`src/rtl/signed_fixed_point_divider.sv`:
```
// Sequential signed divider: 2*WIDTH-bit dividend / WIDTH-bit divisor.
// Restoring shift-subtract on magnitudes; the quotient truncates toward zero and the remainder takes the dividend's sign.
module signed_fixed_point_divider #(
  parameter int WIDTH = 16
) (
  input  logic             clock,
  input  logic             aclr_n,
  input  logic             start,
  input  logic [WIDTH-1:0] dividend_hi,
  input  logic [WIDTH-1:0] dividend_lo,
  input  logic [WIDTH-1:0] divisor,
  output logic [WIDTH-1:0] quotient,
  output logic [WIDTH-1:0] remainder,
  output logic             busy,
  output logic             done,
  output logic             overflow,
  output logic             div_by_zero
);

  localparam int CW = $clog2(WIDTH);
  localparam logic [1:0] S_IDLE = 2'd0;
  localparam logic [1:0] S_LOAD = 2'd1;
  localparam logic [1:0] S_CALC = 2'd2;
  localparam logic [1:0] S_FIX  = 2'd3;
  localparam logic [WIDTH-1:0] Q_MAX    = {1'b0, {(WIDTH-1){1'b1}}};
  localparam logic [WIDTH-1:0] Q_MIN    = {1'b1, {(WIDTH-1){1'b0}}};
  localparam logic [CW-1:0]    CNT_LAST = CW'(WIDTH-1);

  logic [1:0]         r_state;
  logic [CW-1:0]      r_cnt;
  logic [2*WIDTH-1:0] r_dvd;
  logic [WIDTH-1:0]   r_dsr;
  logic [WIDTH-1:0]   r_dsr_mag;
  logic [WIDTH-1:0]   r_rem;
  logic [WIDTH-1:0]   r_lo;
  logic [WIDTH-1:0]   r_q;
  logic               r_q_neg;
  logic               r_r_neg;

  logic               w_dvd_neg;
  logic               w_dsr_neg;
  logic [2*WIDTH-1:0] w_dvd_mag;
  logic [WIDTH-1:0]   w_dsr_mag;
  logic               w_q_neg;
  logic               w_early_ovf;
  logic [WIDTH:0]     w_shift;
  logic               w_ge;
  logic [WIDTH-1:0]   w_rem_next;
  logic               w_late_ovf;
  logic [WIDTH-1:0]   w_q_signed;
  logic [WIDTH-1:0]   w_r_signed;

  assign w_dvd_neg   = r_dvd[2*WIDTH-1];
  assign w_dsr_neg   = r_dsr[WIDTH-1];
  assign w_dvd_mag   = w_dvd_neg ? -r_dvd : r_dvd;
  assign w_dsr_mag   = w_dsr_neg ? -r_dsr : r_dsr;
  assign w_q_neg     = w_dvd_neg ^ w_dsr_neg;
  // A high half >= divisor means the quotient cannot fit in WIDTH unsigned bits.
  assign w_early_ovf = w_dvd_mag[2*WIDTH-1:WIDTH] >= w_dsr_mag;

  assign w_shift    = {r_rem, r_lo[WIDTH-1]};
  assign w_ge       = w_shift >= {1'b0, r_dsr_mag};
  assign w_rem_next = w_ge ? WIDTH'(w_shift - {1'b0, r_dsr_mag}) : w_shift[WIDTH-1:0];

  // Magnitude 0x8000 is representable only when the result is negative.
  assign w_late_ovf = r_q_neg ? (r_q[WIDTH-1] & (|r_q[WIDTH-2:0])) : r_q[WIDTH-1];
  assign w_q_signed = r_q_neg ? -r_q : r_q;
  assign w_r_signed = r_r_neg ? -r_rem : r_rem;

  assign busy = (r_state != S_IDLE);

  always_ff @(posedge clock or negedge aclr_n) begin
    if (!aclr_n) begin
      r_state     <= S_IDLE;
      r_cnt       <= '0;
      r_dvd       <= '0;
      r_dsr       <= '0;
      r_dsr_mag   <= '0;
      r_rem       <= '0;
      r_lo        <= '0;
      r_q         <= '0;
      r_q_neg     <= 1'b0;
      r_r_neg     <= 1'b0;
      quotient    <= '0;
      remainder   <= '0;
      done        <= 1'b0;
      overflow    <= 1'b0;
      div_by_zero <= 1'b0;
    end else begin
      done <= 1'b0;
      case (r_state)
        S_IDLE: begin
          if (start) begin
            r_dvd   <= {dividend_hi, dividend_lo};
            r_dsr   <= divisor;
            r_state <= S_LOAD;
          end
        end
        S_LOAD: begin
          r_dsr_mag <= w_dsr_mag;
          r_rem     <= w_dvd_mag[2*WIDTH-1:WIDTH];
          r_lo      <= w_dvd_mag[WIDTH-1:0];
          r_q       <= '0;
          r_q_neg   <= w_q_neg;
          r_r_neg   <= w_dvd_neg;
          r_cnt     <= '0;
          if (r_dsr == '0) begin
            quotient    <= w_dvd_neg ? Q_MIN : Q_MAX;
            remainder   <= '0;
            overflow    <= 1'b0;
            div_by_zero <= 1'b1;
            done        <= 1'b1;
            r_state     <= S_IDLE;
          end else if (w_early_ovf) begin
            quotient    <= w_q_neg ? Q_MIN : Q_MAX;
            remainder   <= '0;
            overflow    <= 1'b1;
            div_by_zero <= 1'b0;
            done        <= 1'b1;
            r_state     <= S_IDLE;
          end else begin
            r_state <= S_CALC;
          end
        end
        S_CALC: begin
          r_rem <= w_rem_next;
          r_lo  <= {r_lo[WIDTH-2:0], 1'b0};
          r_q   <= {r_q[WIDTH-2:0], w_ge};
          if (r_cnt == CNT_LAST) begin
            r_state <= S_FIX;
          end else begin
            r_cnt <= r_cnt + 1'b1;
          end
        end
        default: begin
          if (w_late_ovf) begin
            quotient  <= r_q_neg ? Q_MIN : Q_MAX;
            remainder <= '0;
            overflow  <= 1'b1;
          end else begin
            quotient  <= w_q_signed;
            remainder <= w_r_signed;
            overflow  <= 1'b0;
          end
          div_by_zero <= 1'b0;
          done        <= 1'b1;
          r_state     <= S_IDLE;
        end
      endcase
    end
  end

endmodule

```
`config.mk`:
```
export PLATFORM = sky130hd
export DESIGN_NAME = signed_fixed_point_divider
export DESIGN_NICKNAME = d
export VERILOG_FILES = /design/src/rtl/signed_fixed_point_divider.sv
export SDC_FILE = /design/constraint.sdc
export NUM_CORES = 1
export LEC_CHECK = 0
export BUFFER_PORTS_ARGS = -buffer_cell sky130_fd_sc_hd__clkbuf_2
export CORE_ASPECT_RATIO = 1.5
export CORE_MARGIN = 2
export CORE_UTILIZATION = 55
export CTS_BUF_LIST = sky130_fd_sc_hd__clkbuf_8
export CTS_CLUSTER_SIZE = 20
export DETAILED_ROUTE_END_ITERATION = 10
export PLACE_DENSITY = 0.78
export SLEW_MARGIN = 40
export SYNTH_ARGS = -nofsm -noshare
export SYNTH_HDL_FRONTEND = slang
export SYNTH_SLANG_ARGS = --single-unit
```
`constraint.sdc`:
```
create_clock -name clock -period 5 [get_ports clock]
set_input_delay 1 -clock clock [delete_from_list [all_inputs] [get_ports clock]]
set_output_delay 1 -clock clock [all_outputs]
set_load 0.005 [all_outputs]
```
; After elaboration in Yosys (flattened, before gate mapping)
; Index checks and enable logic that the tools add are counted.
[word_totals]
elab_cells = 80
out_inout_bits = 36
regBits = 155
input_bits = 51
[op_classes]
magnitude_cmp = 2
n_mux = 37
n_addsub = 6
reduce_logical = 10
bitwise = 3
n_eq_ne = 7
[op_table]
columns = cell, n
row1 = 16-bit 2-to-1 mux, 13
row2 = 16-bit case mux with 2 select lines, 5
row3 = 16-bit negation, 3
row4 = 32-bit 2-to-1 mux, 1
row5 = 32-bit negation, 1
row6 = 17-bit by 16-bit greater-or-equal comparator with 1-bit output, 1
row7 = 16-bit greater-or-equal comparator, 1
row8 = 16-bit logical NOT, 1
row9 = 16-bit subtractor, 1
row10 = 15-bit OR reduction, 1
row11 = 1-bit 2-to-1 mux, 8
row12 = 2-bit 2-to-1 mux, 4
row13 = 4-bit case mux with 2 select lines, 1
row14 = 2-bit AND reduction, 4
row15 = "2-bit inequality test, second input constant", 3
row16 = 1-bit case mux with 2 select lines, 3
row17 = 2-bit case mux with 3 select lines, 1
row18 = "4-bit by 1-bit adder with 4-bit output, second input constant", 1
row19 = "4-bit == test, second input constant", 1
row20 = 4-bit 2-to-1 mux, 1
row21 = 2-bit nonzero test, 2
row22 = "3-bit inequality test, second input constant", 1
row23 = "2-bit by 1-bit == test with 1-bit output, second input constant", 1
row24 = "2-bit == test, second input constant", 1
row25 = other kinds (5), 5

; Longest topological paths before layout
; Gate-level depths: netlist of the first run.
[depth]
word_depth = 6
depth_mapped = 16
depth_no_buf = 14

; Least setup slack after synthesis of the first run
; OpenSTA, ideal clock, no wires.
[synth_timing]
path_kind = reg2reg
start = register r_dvd[7]
end = register quotient[10]
t_arrival_ns = 3.937
setup_ns = 0.125
path_stages_with_launch = 13
required_time_ns = 4.875
slack_ns = 0.938
cell_sequence = dfrtp_1 -> or4_4 -> or4b_4 -> or3_4 -> o41ai_4 -> xnor2_1 -> ha_1 -> nand4_1 -> nor3_1 -> a2111oi_0 -> a311o_1 -> buf_2 -> mux2_2
[synth_between]
elab_chain_cells = 5
[synth_lines]
columns = item, line_no
row1 = start: declaration, 31  ; logic [2*WIDTH-1:0] r_dvd;
row2 = start signal: assignment, 94  ; r_dvd <= {dividend_hi, dividend_lo};
row3 = 32-bit negation, 55  ; assign w_dvd_mag = w_dvd_neg ? -r_dvd : r_dvd;
row4 = 32-bit 2-to-1 mux, 55
row5 = 16-bit greater-or-equal comparator, 59  ; assign w_early_ovf = w_dvd_mag[2*WIDTH-1:WIDTH] >= w_dsr_mag;
row6 = 3-bit inequality test (no source line), --
row7 = 2-bit AND reduction (no source line), --
row8 = end signal: assignment, 108  ; quotient <= w_dvd_neg ? Q_MIN : Q_MAX;
row9 = end signal: assignment, 115  ; quotient <= w_q_neg ? Q_MIN : Q_MAX;
row10 = end signal: assignment, 137  ; quotient <= r_q_neg ? Q_MIN : Q_MAX;
row11 = end: declaration, 12  ; output logic [WIDTH-1:0] quotient,
; No other way between the ends.
; A chain may end at the register's enable or synchronous reset.

; Worst setup path in the final report of the first run
[layout_timing]
start = register r_dvd[7]
end = register remainder[13]
[layout_between]
elab_chain_cells = 5
[layout_lines]
columns = item, line_no
row1 = 32-bit negation, 55
row2 = 32-bit 2-to-1 mux, 55
row3 = 16-bit greater-or-equal comparator, 59
row4 = 3-bit inequality test (no source line), --
row5 = 2-bit AND reduction (no source line), --
row6 = end signal: assignment, 142  ; remainder <= w_r_signed;
row7 = end: declaration, 13  ; output logic [WIDTH-1:0] remainder,
; No other way between the ends.

==> results_dict.tcl, run 1 <==
set metrics [dict create \
    ys.flop_type "dfrtp_1" \
    antenna_cells 0 \
    fin_crit_sh 0.931 \
    synthTopCellsByArea "dfrtp_1, mux2_2, ha_1" \
    maxSlewViolCount 0 \
    switching_share 0.462 \
    synth_cell_types 56 \
    yosysTopAreaCell "dfrtp_1" \
    yosysTopAreaCellShare 0.420 \
    min_period_ns 4.65 \
    crit_path_end_kind "flop" \
    stdcell_count 1248 \
    whs_ns 0.355 \
    dieArea_sq_um 17800 \
    drc_errors 0 \
    nets 1118 \
    synthAdderAreaFrac 0.0578 \
    tightest_slew_ns 0.628 \
    rows 58 \
    maxCapViolCount 0 \
    seq_area_frac_synth 0.420 \
    cp.arrival_ns 5.02 \
    hold_viol_final 0 \
    num-fill-cells 1423 \
    p_per_area_nw_per_um2 784 \
    cts_resized 0 \
    grt.total_usage 0.245 \
    syn_inst 959 \
    p_clk_frac 0.131 \
    seqPwrFrac 0.296 \
    irDropWorstVdd_v 0.000419 \
    fmax_ghz 0.215 \
    maxSlewHeadroom 0.571 \
    muxShareOfSynthArea 0.100 \
    clock_latency_ns 0.47 \
    totalPowerFinal_mw 8.07 \
    core_area_sq_um 16600 \
    dp_cells 1215 \
    cts_hold_buf 0 \
    cts_made_buffers 17 \
    worstHoldPathType "in -> async" \
    synth_seq_cells 155 \
    gp_congestion 0.881 \
    drt-initial-drc-count 434 \
    ant_nets 0 \
    htreeDepth 4 \
    hpwlAfterDp_mm 15.5 \
    syn_nets 1052 \
    grt_overflow_total 0 \
    startpoint_type "flop" \
    synthToLayoutAreaGrowth_pct 11.6 \
    synth_top_family_by_area "compound AO/OA/AOI/OAI gates" \
    finish.utilization 0.620 \
    power_frac_comb 0.574 \
    portBuffers 86 \
    outcome "complete, no violations" \
    setup_tns_ns 0 \
    viasPerCell 5.91 \
    antenna_found_initial 0 \
    ys_warn_count 0 \
    die_w_um 110 \
    wire_per_inst_um 16.8 \
    synth-xor-area-share 0.0769 \
    wl_mm 21.0 \
    netlist_area_sq_um 9230 \
    die_y_um 163 \
    post_cts_buffers 0 \
    worstPathRequired_ns 5.36 \
    setup_ws_ns 0.347 \
    setup_viol 0 \
    ios 87 \
    async_flop_share 1.00 \
    cts_root_buf "clkbuf_8" \
    clkTransAtPathRegs_ns 0.09 \
    synth-compound-area-share 0.166 \
    clock_skew_ns 0.0141 \
    syn_area_per_cell_sq_um 9.62 \
    synth.most_common_cell "dfrtp_1" \
    final_layout_size_suffix_gt1_frac 0.205 \
    cts_tree "built" \
    rsz0062_at_grt "no" \
    pre_cts_ws_ns 0.487 \
    drtPass1Iterations 5 \
    p_int_mw 4.34 \
    synth_common_cells "dfrtp_1, nand2_1, o21ai_0, mux2_2, nor2_1" \
    p_sw_mw 3.73 \
    place_area_sq_um 9830 \
    grt_pass1_vias 7211 \
    p_leak_nw 4.61 \
    grt_max_degree 101 \
    vias 7381 \
    grt_pass1_wl_mm 34.5 \
    synth_edf_count 0 \
    worstPathMaxFanout 23 \
    clock_sinks 155 \
    cts_buffer_depth 2 \
    stdcell_area_sq_um 10300 \
    start_util 0.555 \
    path_class "reg -> reg" \
    synth-simple-area-share 0.135 \
]
-- worst paths after layout --
kind,from,endpoint,slack (ns),cells past startpoint
max,r_dvd[7],remainder[13],0.35,12
min,aclr_n,r_dvd[29],0.35,1
max reg2reg,r_dvd[7],remainder[13],0.35,12
min reg2reg,remainder[7],remainder[7],0.48,2
max in group asynchronous,aclr_n,r_rem[2],3.50,3
min in group clock,remainder[7],remainder[7],0.48,2
-- kinds of logic (layout without fill, tap and decap cells) --
kind of cell               Yosys count  after routing
muxes                               84             84
adders and majority gates           42             42
DFF                                155            155
AOI/OAI and AO/OA                  240            240
buffers and inverters              104            183
xor gates and xnor gates            81             81
and+or+nand+nor                    253            253
-- critical path, stage by stage (launching register included) --
cell       delay (ns)
dfrtp_1          0.45
or4_4            0.56
or4b_4           0.53
or3_4            0.43
nor4b_1          0.52
ha_1             0.37
nand4_1          0.12
nor3_1           0.07
a2111oi_0        0.49
a311o_2          0.55
buf_4            0.32
nand2_1          0.08
o31ai_1          0.06
-- cell usage in the layout (no fill, tap or decap), types with 16 or more instances in the layout --
cell type	n
dfrtp_1	155
clkbuf_2	85
nand2_1	79
o21ai_0	79
mux2_2	68
nor2_1	55
inv_1	55
o31ai_1	46
a21oi_1	46
xnor2_1	42
ha_1	40
xor2_1	39
nand3_1	31
nor2b_1	21
clkbuf_8	17
mux2i_1	16
-- power groups by stage --
stage / Clock [mW] / Combinational [mW] / Sequential [mW]
after floorplan: 0 / 3.63 / 2.21
after global placement: 0 / 4.46 / 2.38
after detailed placement: 0 / 4.58 / 2.40
after CTS: 1.07 / 4.62 / 2.38
after global routing: 1.12 / 5.18 / 2.47
final: 1.05 / 4.63 / 2.39
-- flip-flops by register name, summed over array words and instances, names as in the netlist --
| register | flops |
|---|---|
| r_dvd | 32 |
| quotient | 16 |
| r_dsr | 16 |
| r_dsr_mag | 16 |
| r_lo | 16 |
| r_q | 16 |
| r_rem | 16 |
| remainder | 16 |
| r_cnt | 4 |
| r_state | 2 |
| div_by_zero | 1 |
| done | 1 |
| overflow | 1 |
| r_q_neg | 1 |
| r_r_neg | 1 |
-- per-layer routing --
| layer | vias up | GRT usage | wire length [um] |
|---|---|---|---|
| met5 | - | 0 | 0 |
| met4 | 0 | 0.106 | 745 |
| met3 | 52 | 0.0360 | 762 |
| met2 | 181 | 0.423 | 10800 |
| met1 | 3579 | 0.301 | 8650 |
| li1 | 3569 | - | - |
-- layout make-up --
| cell class | count | area, sq um | area share |
|---|---|---|---|
| multi-input combinational | 700 | 4970 | 0.483 |
| sequential | 155 | 3880 | 0.377 |
| clock buffer | 17 | 234 | 0.0227 |
| tap | 210 | 263 | 0.0255 |
| clock inverter | 15 | 208 | 0.0202 |
| inverter | 54 | 203 | 0.0197 |
| timing repair buffer | 97 | 543 | 0.0527 |
(Power assumes the default switching activity.)
==> inputs of run 2 (changes only) <==
==> constraint.sdc (replaced) <==
create_clock -name clock -period 4.7 [get_ports clock]
set_input_delay 0.94 -clock clock [delete_from_list [all_inputs] [get_ports clock]]
set_output_delay 0.94 -clock clock [all_outputs]
set_load 0.005 [all_outputs]
==> run 2 against run 1 <==
Register-to-register slack got worse by 0.11 ns. Critical path depth fell by 1. Cell count is 0.16% higher. Clock power up 12%. Cell area increased by 0.23%. Via count is 0.24% higher. Core utilization is 0.14 points higher. First-iteration DRC count fell by 13%. Count of clock-buffer cells in the layout is the same. Hold slack improved by 0.13 ns.
==> results_dict.tcl, run 2 (same netlist as run 1, synthesis figures left out) <==
set metrics [dict create \
    rows 58 \
    p_per_area_nw_per_um2 842 \
    max_stage_delay_ns 0.54 \
    clock_sinks 155 \
    hold_viol_final 0 \
    worstPathMaxFanout 15 \
    ant_nets 0 \
    largest_reg_flops 32 \
    largest_register "r_dvd" \
    setup_viol 0 \
    cts_buffer_depth 2 \
    grt_overflow_total 0 \
    maxCapViolCount 0 \
    tightest_slew_ns 0.730 \
    hpwlAfterDp_mm 15.5 \
    start_util 0.555 \
    gp_congestion 0.890 \
    path_class "reg -> reg" \
    maxSlewHeadroom 0.513 \
    grt_pass1_vias 7297 \
    whs_ns 0.484 \
    core_area_sq_um 16600 \
    drc_errors 0 \
    maxSlewViolCount 0 \
    final_layout_size_suffix_gt1_frac 0.207 \
    die_w_um 110 \
    min_period_ns 4.47 \
    outcome "complete, no violations" \
    setup_tns_ns 0 \
    crit_start "r_dvd[7]" \
    antenna_found_initial 0 \
    irDropWorstVdd_v 0.000550 \
    drt-initial-drc-count 376 \
    fin_crit_sh 0.950 \
    synthToLayoutAreaGrowth_pct 11.9 \
    ios 87 \
    wire_per_inst_um 17.0 \
    crit_path_end_kind "flop" \
    cp.arrival_ns 4.81 \
    cts_hold_buf 0 \
    worstPathRequired_ns 5.04 \
    cts_tree "built" \
    die_y_um 163 \
    startpoint_type "flop" \
    grt_max_degree 98 \
    fmax_ghz 0.224 \
    cts_made_buffers 17 \
    htreeDepth 4 \
    final_cell_mix "dfrtp_1, clkbuf_2, nand2_1, o21ai_0, mux2_2" \
    dieArea_sq_um 17800 \
    num-fill-cells 1438 \
    clock_skew_ns 0.0242 \
    rr_startpoint "r_dvd[7]" \
    antenna_cells 0 \
    cts_resized 0 \
    worstHoldPathType "reg -> reg" \
    portBuffers 86 \
    post_cts_buffers 0 \
    clkTransAtPathRegs_ns 0.09 \
    viasPerCell 5.92 \
    hp-start "quotient[0]" \
    rsz0062_at_grt "no" \
    cts_root_buf "clkbuf_8" \
    vias 7399 \
    nets 1120 \
    cp_slowest_cell "or4_4" \
    crit_buf_inv 1 \
    clock_latency_ns 0.47 \
    critPathTopFamily "simple AND/OR/NAND/NOR gates" \
    layout_commonest_cell "dfrtp_1" \
    drtPass1Iterations 6 \
    grt.total_usage 0.245 \
    path_cells "or4_4 > or4b_4 > or3_4 > nor4b_1 > ha_1 > nand4_1 > nor3_1 > a2111oi_0 > a311o_2 > buf_12 > mux2_2" \
    p_leak_nw 4.63 \
    wl_mm 21.2 \
    grt_pass1_wl_mm 34.3 \
]
[run 2: final timing paths]
kind	cells after the start	end	slack (ns)
max	11	quotient[4]	0.23
min reg2reg	2	quotient[0]	0.48
max reg2reg	11	quotient[4]	0.23
min	2	quotient[0]	0.48
min in group asynchronous	1	r_dvd[19]	0.49
max in group asynchronous	2	r_lo[7]	3.33
[run 2: where the power goes]
part	leakage, nW	switching (mW)	internal (mW)	total (mW)
Clock	0.237	0.573	0.602	1.18
Combinational	2.48	2.78	2.19	4.97
Sequential	1.91	0.623	1.92	2.55
Total	4.63	3.98	4.71	8.69
[run 2: per-layer routing]
metal  part of all wire  GRT usage  up-vias
met5                  0          0        -
met4              0.035      0.110        0
met3              0.038     0.0352       47
met2               0.52      0.434      203
met1               0.40      0.290     3579
li1                   -          -     3570
[run 2: layout make-up]
type / count / area, sq um / area share
Inverter: 54 / 203 / 0.0196
Clock buffer: 17 / 234 / 0.0227
Multi-Input combinational cell: 700 / 4970 / 0.481
Timing Repair Buffer: 99 / 551 / 0.0533
Sequential cell: 155 / 3880 / 0.376
Tap cell: 210 / 263 / 0.0255
Clock inverter: 15 / 229 / 0.0222
[run 2: per-stage QoR]
step	cells	total power, mW	setup slack, ns	utilization	instance area [sq um]
floorplan	959	6.21	0.638	-	9230
global placement	1216	7.28	0.293	0.591	9820
detailed placement	1216	7.42	0.177	0.592	9830
CTS	1248	8.64	0.128	0.620	10300
global route	1250	9.39	0.0631	0.621	10300
finish	1250	8.69	0.233	0.621	10300
[run 2: worst register-to-register path, delay by kind of cell (launching register included)]
family	cells	cell delay (ns)
AO/OA/AOI/OAI	2	0.87
adder cells (fa/ha/maj)	1	0.35
buffers and inverters	1	0.16
flip-flops	1	0.44
multiplexers	1	0.34
AND/OR/NAND/NOR	6	2.19
